==> config.mk <==
export PLATFORM = sky130hd
export DESIGN_NAME = dualport_ram_clr
export DESIGN_NICKNAME = d
export VERILOG_FILES = /design/src/rtl/dualport_ram_clr.sv
export SDC_FILE = /design/constraint.sdc
export NUM_CORES = 2
export LEC_CHECK = 0
export BUFFER_PORTS_ARGS = -buffer_cell sky130_fd_sc_hd__buf_2
export CAP_MARGIN = 20
export CORE_ASPECT_RATIO = 0.75
export CORE_MARGIN = 1.5
export CORE_UTILIZATION = 45
export CTS_CLUSTER_SIZE = 25
export DETAILED_ROUTE_END_ITERATION = 10
export GPL_TIMING_DRIVEN = 1
export SYNTH_ARGS = -nofsm -noshare
export SYNTH_HDL_FRONTEND = slang
export SYNTH_SLANG_ARGS = --single-unit
==> constraint.sdc <==
create_clock -name C -period 3.1 [get_ports C]
set_clock_uncertainty 0.05 [all_clocks]
set_input_delay 0.62 -clock C [delete_from_list [all_inputs] [get_ports C]]
set_output_delay 0.62 -clock C [all_outputs]
set_load 0.05 [all_outputs]
==> src/rtl/dualport_ram_clr.sv <==
`default_nettype none
// ============================================================================
// dualport_ram_clr : true dual-port byte-enabled RAM with a full zero sweep
// Rev 1.0 - initial release
// ============================================================================

module dualport_ram_clr #(
   parameter int DW   = 16,
   parameter int AW   = 6,
   parameter int RDW  = 0,
   parameter int OREG = 0
) (
   input  logic            C,
   input  logic            nR,
   input  logic            aWR,
   input  logic            bWR,
   input  logic [AW-1:0]   aA,
   input  logic [AW-1:0]   bA,
   input  logic [DW-1:0]   aD,
   input  logic [DW-1:0]   bD,
   input  logic [DW/8-1:0] aBE,
   input  logic [DW/8-1:0] bBE,
   output logic [DW-1:0]   aQ,
   output logic [DW-1:0]   bQ,
   input  logic            CLR,
   output logic            BUSY,
   output logic            COL
);

   localparam int            NB        = DW / 8;
   localparam int            DEPTH     = 1 << AW;
   localparam logic [AW-1:0] LAST_ADDR = {AW{1'b1}};

   typedef enum logic [0:0] {
      CLEAR = 1'b0,
      RUN   = 1'b1
   } state_t;

   state_t        state;
   logic [AW-1:0] swp;
   logic          col_pulse;
   logic          access;

   logic [DW-1:0] mem [DEPTH];
   logic [DW-1:0] a_old, b_old, a_merge, b_merge, a_s1, b_s1;

   // A clear request outranks any port access sampled on the same edge.
   assign access = (state == RUN) && !CLR;

   always_ff @(posedge C or negedge nR) begin
      if (!nR) begin
         state     <= CLEAR;
         swp       <= '0;
         col_pulse <= 1'b0;
      end else begin
         case (state)
            CLEAR: begin
               col_pulse <= 1'b0;
               if (swp == LAST_ADDR) begin
                  state <= RUN;
               end else begin
                  swp <= swp + 1'b1;
               end
            end
            RUN: begin
               col_pulse <= !CLR && aWR && bWR && (aA == bA);
               if (CLR) begin
                  state <= CLEAR;
                  swp   <= '0;
               end
            end
            default: begin
               state     <= CLEAR;
               swp       <= '0;
               col_pulse <= 1'b0;
            end
         endcase
      end
   end

   // Port A is written last so it wins lanes enabled on both ports.
   always_ff @(posedge C) begin
      if (state == CLEAR) begin
         mem[swp] <= '0;
      end else if (!CLR) begin
         for (int i = 0; i < NB; i++) begin
            if (bWR && bBE[i]) mem[bA][8*i +: 8] <= bD[8*i +: 8];
            if (aWR && aBE[i]) mem[aA][8*i +: 8] <= aD[8*i +: 8];
         end
      end
   end

   always_comb begin
      a_old   = mem[aA];
      b_old   = mem[bA];
      a_merge = a_old;
      b_merge = b_old;
      for (int i = 0; i < NB; i++) begin
         if (aBE[i]) a_merge[8*i +: 8] = aD[8*i +: 8];
         if (bBE[i]) b_merge[8*i +: 8] = bD[8*i +: 8];
      end
   end

   // Only a port's own write is visible on its Q; the other port always sees the old word.
   always_ff @(posedge C or negedge nR) begin
      if (!nR) begin
         a_s1 <= '0;
         b_s1 <= '0;
      end else begin
         a_s1 <= !access ? '0 : ((aWR && RDW == 0) ? a_merge : a_old);
         b_s1 <= !access ? '0 : ((bWR && RDW == 0) ? b_merge : b_old);
      end
   end

   generate
      if (OREG != 0) begin : g_oreg
         logic [DW-1:0] a_s2, b_s2;

         always_ff @(posedge C or negedge nR) begin
            if (!nR) begin
               a_s2 <= '0;
               b_s2 <= '0;
            end else begin
               a_s2 <= access ? a_s1 : '0;
               b_s2 <= access ? b_s1 : '0;
            end
         end

         assign aQ = a_s2;
         assign bQ = b_s2;
      end else begin : g_no_oreg
         assign aQ = a_s1;
         assign bQ = b_s1;
      end
   endgenerate

   assign BUSY = (state == CLEAR);
   assign COL  = col_pulse;

endmodule

`default_nettype wire
# Yosys cells after proc, flatten, opt, wreduce, memory -nomap -nowiden

Memory sizes are Yosys's and may differ from the RTL's.
Index checks and enable logic that the tools add are counted.

$add $sub $neg: 1
Eq/ne operators: 4
Muxes and demuxes: 35
Bitwise logic cells: 1
Reductions and logical operators: 11

Operators with widths:

| operator                                                       | number |
|---|---|
| 16-bit 2-to-1 mux                                              | 5 |
| 8-bit 2-to-1 mux                                               | 4 |
| 1-bit 2-to-1 mux                                               | 19 |
| 6-bit 2-to-1 mux                                               | 3 |
| 16-bit OR reduction                                            | 1 |
| 6-bit one-hot mux with 2 select lines                          | 1 |
| 1-bit logical AND                                              | 8 |
| 6-bit by 1-bit adder with 6-bit output (second input constant) | 1 |
| 6-bit equality test                                            | 1 |
| 6-bit equality test (second input constant)                    | 1 |
| 2-bit != test (second input constant)                          | 2 |
| 1-bit one-hot mux with 2 select lines                          | 2 |
| 2-bit 2-to-1 mux                                               | 1 |
| 2-bit AND reduction                                            | 1 |
| 1-bit logical NOT                                              | 1 |
| 1-bit inverter                                                 | 1 |

Bits in registers: 40
Bits in writable memories: 1,024
Bits of input ports: 53
Output and inout port bits: 34
Word-level logic and storage cells: 58
Memories kept: 1

Memories:

| memory | words | width | rd ports | clocked after memory_dff | write ports | RTL line | RTL |
|---|---|---|---|---|---|---|---|
| mem    | 64    | 16    | 2        | 0                        | 2           | 44       | `logic [DW-1:0] mem [DEPTH];` |

# Logic depth before layout (Yosys ltp)

Word-level depth: 7
Gate-level depth with buffers: 11
Depth with buffers taken out: 7

# Worst setup path before layout

No wires, ideal clock.

Kind: input port to flip-flop
Start: input port bA[0]
End: memory mem[13][0] (enable)
Library setup time: 0.376 ns
Arrival time: 2.554 ns
Data required time: 2.674 ns
Slack: 0.119 ns
Stages on the path: 9
Buffers on the path: 5
Cell sequence: buf_2 buf_6 buf_4 buf_2 buf_2 nand3_1 o21ai_0 nand3_1 o22ai_1

RTL lines:

| item            | RTL line | RTL |
|---|---|---|
| start, declared | 18       | `input logic [AW-1:0] bA,` |
| end, declared   | 44       |  |

# Final worst setup path

Start: input port aA[1]
End: register a_s1[7] (netlist: aQ[7])

Longest elaborated chain between the ends: 4

Ends and longest elaborated chain:

| item                                | RTL line | RTL |
|---|---|---|
| start, declared                     | 17       | `input logic [AW-1:0] aA,` |
| memory 64 x 16 bit (*)              | --       |  |
| 8-bit 2-to-1 mux                    | 99       | `if (aBE[i]) a_merge[8*i +: 8] = aD[8*i +: 8];` |
| 16-bit 2-to-1 mux (*) (2 in series) | 110      | `a_s1 <= !access ? '0 : ((aWR && RDW == 0) ? a_merge : a_old);` |
| end signal, assigned                | 110      |  |
| end, declared                       | 45       | `logic [DW-1:0] a_old, b_old, a_merge, b_merge, a_s1, b_s1;` |

Mark *: on every way between the ends. The rest lies on a longest branch, timed or not.
A chain may end at the register's enable or synchronous reset.

==> metrics <==
syn_nets=5751; CTS buffer count=111; vias=54639; GR Overflow Total=0; Crit path largest cell delay=0.81 ns; delay-heaviest family, CP=simple AND/OR/NAND/NOR gates; MaxCap Viol Count=0; # rows=117; P&R area growth vs syn=17.1%; final wirelength=287000 um; first-pass GRT wire length=393000 um; Clock Tree Buf Depth=3; Via density=6.94; largest net degree at the start of global routing=66; Max H-tree Level=3; Starting Density=0.453; initial antenna violation count=28; share of layout cells above drive strength 1=0.236; f_max=0.334 GHz; vias in the first global route=48477; Synthesis Warnings=0; WS Path Type=in -> reg; post-synthesis async set-or-reset flop share=0.0376; RSZ-0062 raised after global routing=no; global-route usage over all layers=0.406; most common cell after layout, fill and taps aside=nand2_1; Synth Register Bits=1064; Data arrival, critical path=3.66 ns; Final Hold Vio Count=0; Worst Setup End Kind=register; clock transition at the registers of the reported paths=0.06 ns; hpwl dp=199000 um; RD Place Congestion=1.06; Max Slew Vio Count=0; fin crit period=3.00 ns; Final setup viols=0; Routed WL per cell=36.5 um; CP cell instances=buf_8, buf_12, nor2b_4, buf_4, a221oi_1, nor3_1, nor3_1, buf_4, a31oi_1; Worst Tran Pin Value=1.04 ns; crit path max fanout=14; Final Total Pwr=39.4 mW; Final Hold Slack=0.0859 ns; Synth Cell Area=0.0615 mm^2; Core Util, Final=0.531; DRT antenna net count=0; Pre-Repair DR Iteration Count=7; # IOs=87; Worst-Skew Late Latency=0.79 ns; period utilization=0.967; CTS root buf=clkbuf_16; Slew headroom=0.309; IO buf count=86; Worst Path Required=3.76 ns; Placed Cells=7647; DRC violations left=0; most frequent cells in the layout=nand2_1, o21ai_0, edfxtp_1; Seq/Total Area, Yosys=0.517; Syn Inst Count=5697; # clock sinks=1064; P per Cell Area=547 mW/mm^2; fin nets=6034; status=finished, final reports clean; non-filler cells, final=7876; worst vdd ir=417 uV; number of synthesized flops with an enable pin=1024; flop2flop setup slack=0.17 ns; Hold/Removal Path Class=in -> reg; Buf/Inv on CP=4; dominant synthesized flop cell=edfxtp_1; startpoint types=primary input; CORE AREA=0.136 mm^2; Die Y=323 um; static leakage=24.8 nW; Chip Width=430 um; syn_area_per_cell=10.8 um^2; CTS tree=built; die area=0.139 mm^2; CP max-delay cell=nor3_1; initial DRC count=10972; post-synthesis cell type count=72
==> flip-flops by register name, summed over array words and instances (netlist names) <==
name / cells
mem: 1024
aQ: 16
bQ: 16
swp: 6
COL: 1
state: 1
==> worst paths after layout <==
path / cells past startpoint / endpoint / from
max in group asynchronous: 3 / aQ[13]$_DFF_PN0_ / nR
worst min-delay path: 3 / bQ[3]$_DFF_PN0_ / bD[3]
worst max-delay path: 9 / aQ[7]$_DFF_PN0_ / aA[1]
worst max register to register: 8 / mem[46][6]$_DFFE_PP_ / state$_DFF_PN0_
worst min register to register: 2 / swp[1]$_DFFE_PN0N_ / swp[1]$_DFFE_PN0N_
min in group asynchronous: 2 / aQ[1]$_DFF_PN0_ / nR
==> synth_stat cells (8+ instances only) <==
master,instances,area share
dfrtp_1,40,0.016
edfxtp_1,1024,0.50
a221o_1,26,0.0042
nand3_1,77,0.0063
o22a_1,12,0.0017
nor3_1,15,0.0012
a221oi_1,98,0.014
clkbuf_1,424,0.026
nand4_1,19,0.0019
buf_2,142,0.012
buf_1,20,0.0012
o2bb2ai_1,10,0.0014
nor2b_1,9,0.00092
nand3b_1,8,0.00098
nand2_1,1202,0.073
buf_4,40,0.0049
mux2i_1,248,0.040
o22ai_1,172,0.018
a22o_1,19,0.0027
mux4_2,288,0.11
a31oi_1,24,0.0024
a22oi_1,165,0.020
nand2b_1,14,0.0014
a21oi_1,95,0.0077
a211oi_1,10,0.0012
nor2_1,167,0.010
mux2_2,90,0.016
nor2_2,25,0.0025
o21ai_0,1092,0.089
o221ai_1,9,0.0013
==> worst reg2reg max path: stages (launching register included) <==
cell,delay (ns)
dfrtp_1,0.46
nor2b_2,0.22
o211a_2,0.23
buf_12,0.18
mux2i_1,0.28
buf_4,0.16
nand2_1,0.14
buf_4,0.22
o22ai_1,0.61
==> per-stage QoR <==
| stage | cell area [um^2] | setup TNS, ns | setup WS [ns] |
|---|---|---|---|
| final | 72000 | 0 | 0.102 |
| after global routing | 72000 | 0 | 0.0538 |
| after CTS | 71900 | 0 | 0.0977 |
| after detailed placement | 68300 | -2.52 | -0.372 |
| after global placement | 68300 | -4.17 | -0.349 |
| after floorplan | 61500 | 0 | 0.119 |
==> final cells by class <==
cell class	count	area, um^2
fillers	11657	63600
multi-input cells	3993	27100
inverters	6	23.8
flip-flops and latches	1064	31800
clock inverters	78	736
diodes	16	40.0
repair buffers	804	7260
clock buffers	130	2870
well taps	1785	2230
==> metal layers <==
metal  up-vias  global-route usage  wire length [um]
met2      5402               0.539            112000
met4        18               0.168             14100
met5         -                   0               125
li1      22211                   -                 -
met3       774               0.174             52600
met1     26234               0.576            108000
==> power breakdown <==
group	switching [mW]	total, mW	leakage (nW)	internal, mW
sequential	0.738	17.5	10.1	16.8
combinational	5.20	8.03	13.0	2.83
clock	6.36	13.8	1.74	7.49
total	12.3	39.4	24.8	27.1
==> kinds of logic (layout without fill, tap and decap cells) <==
kind of cell               Yosys count  count (layout)  share of synthesized area
buffers and inverters              640            1018                     0.0454
other                                0              16                          0
AOI/OAI and AO/OA                 1780            1780                      0.171
adders and majority gates            1               1                   0.000204
DFF                               1064            1064                      0.517
xor gates and xnor gates             8               8                    0.00114
muxes                              626             626                      0.162
and+or+nand+nor                   1578            1578                      0.104
==> repair_timing <==
action,in CTS,in global routing
hold buffers,4,0
hold endpoints to repair,19,0
gates resized for setup,0,1
endpoints found under the setup margin,0,8
buffers inserted,0,0
No activity file was read; power rests on OpenSTA's default activity.
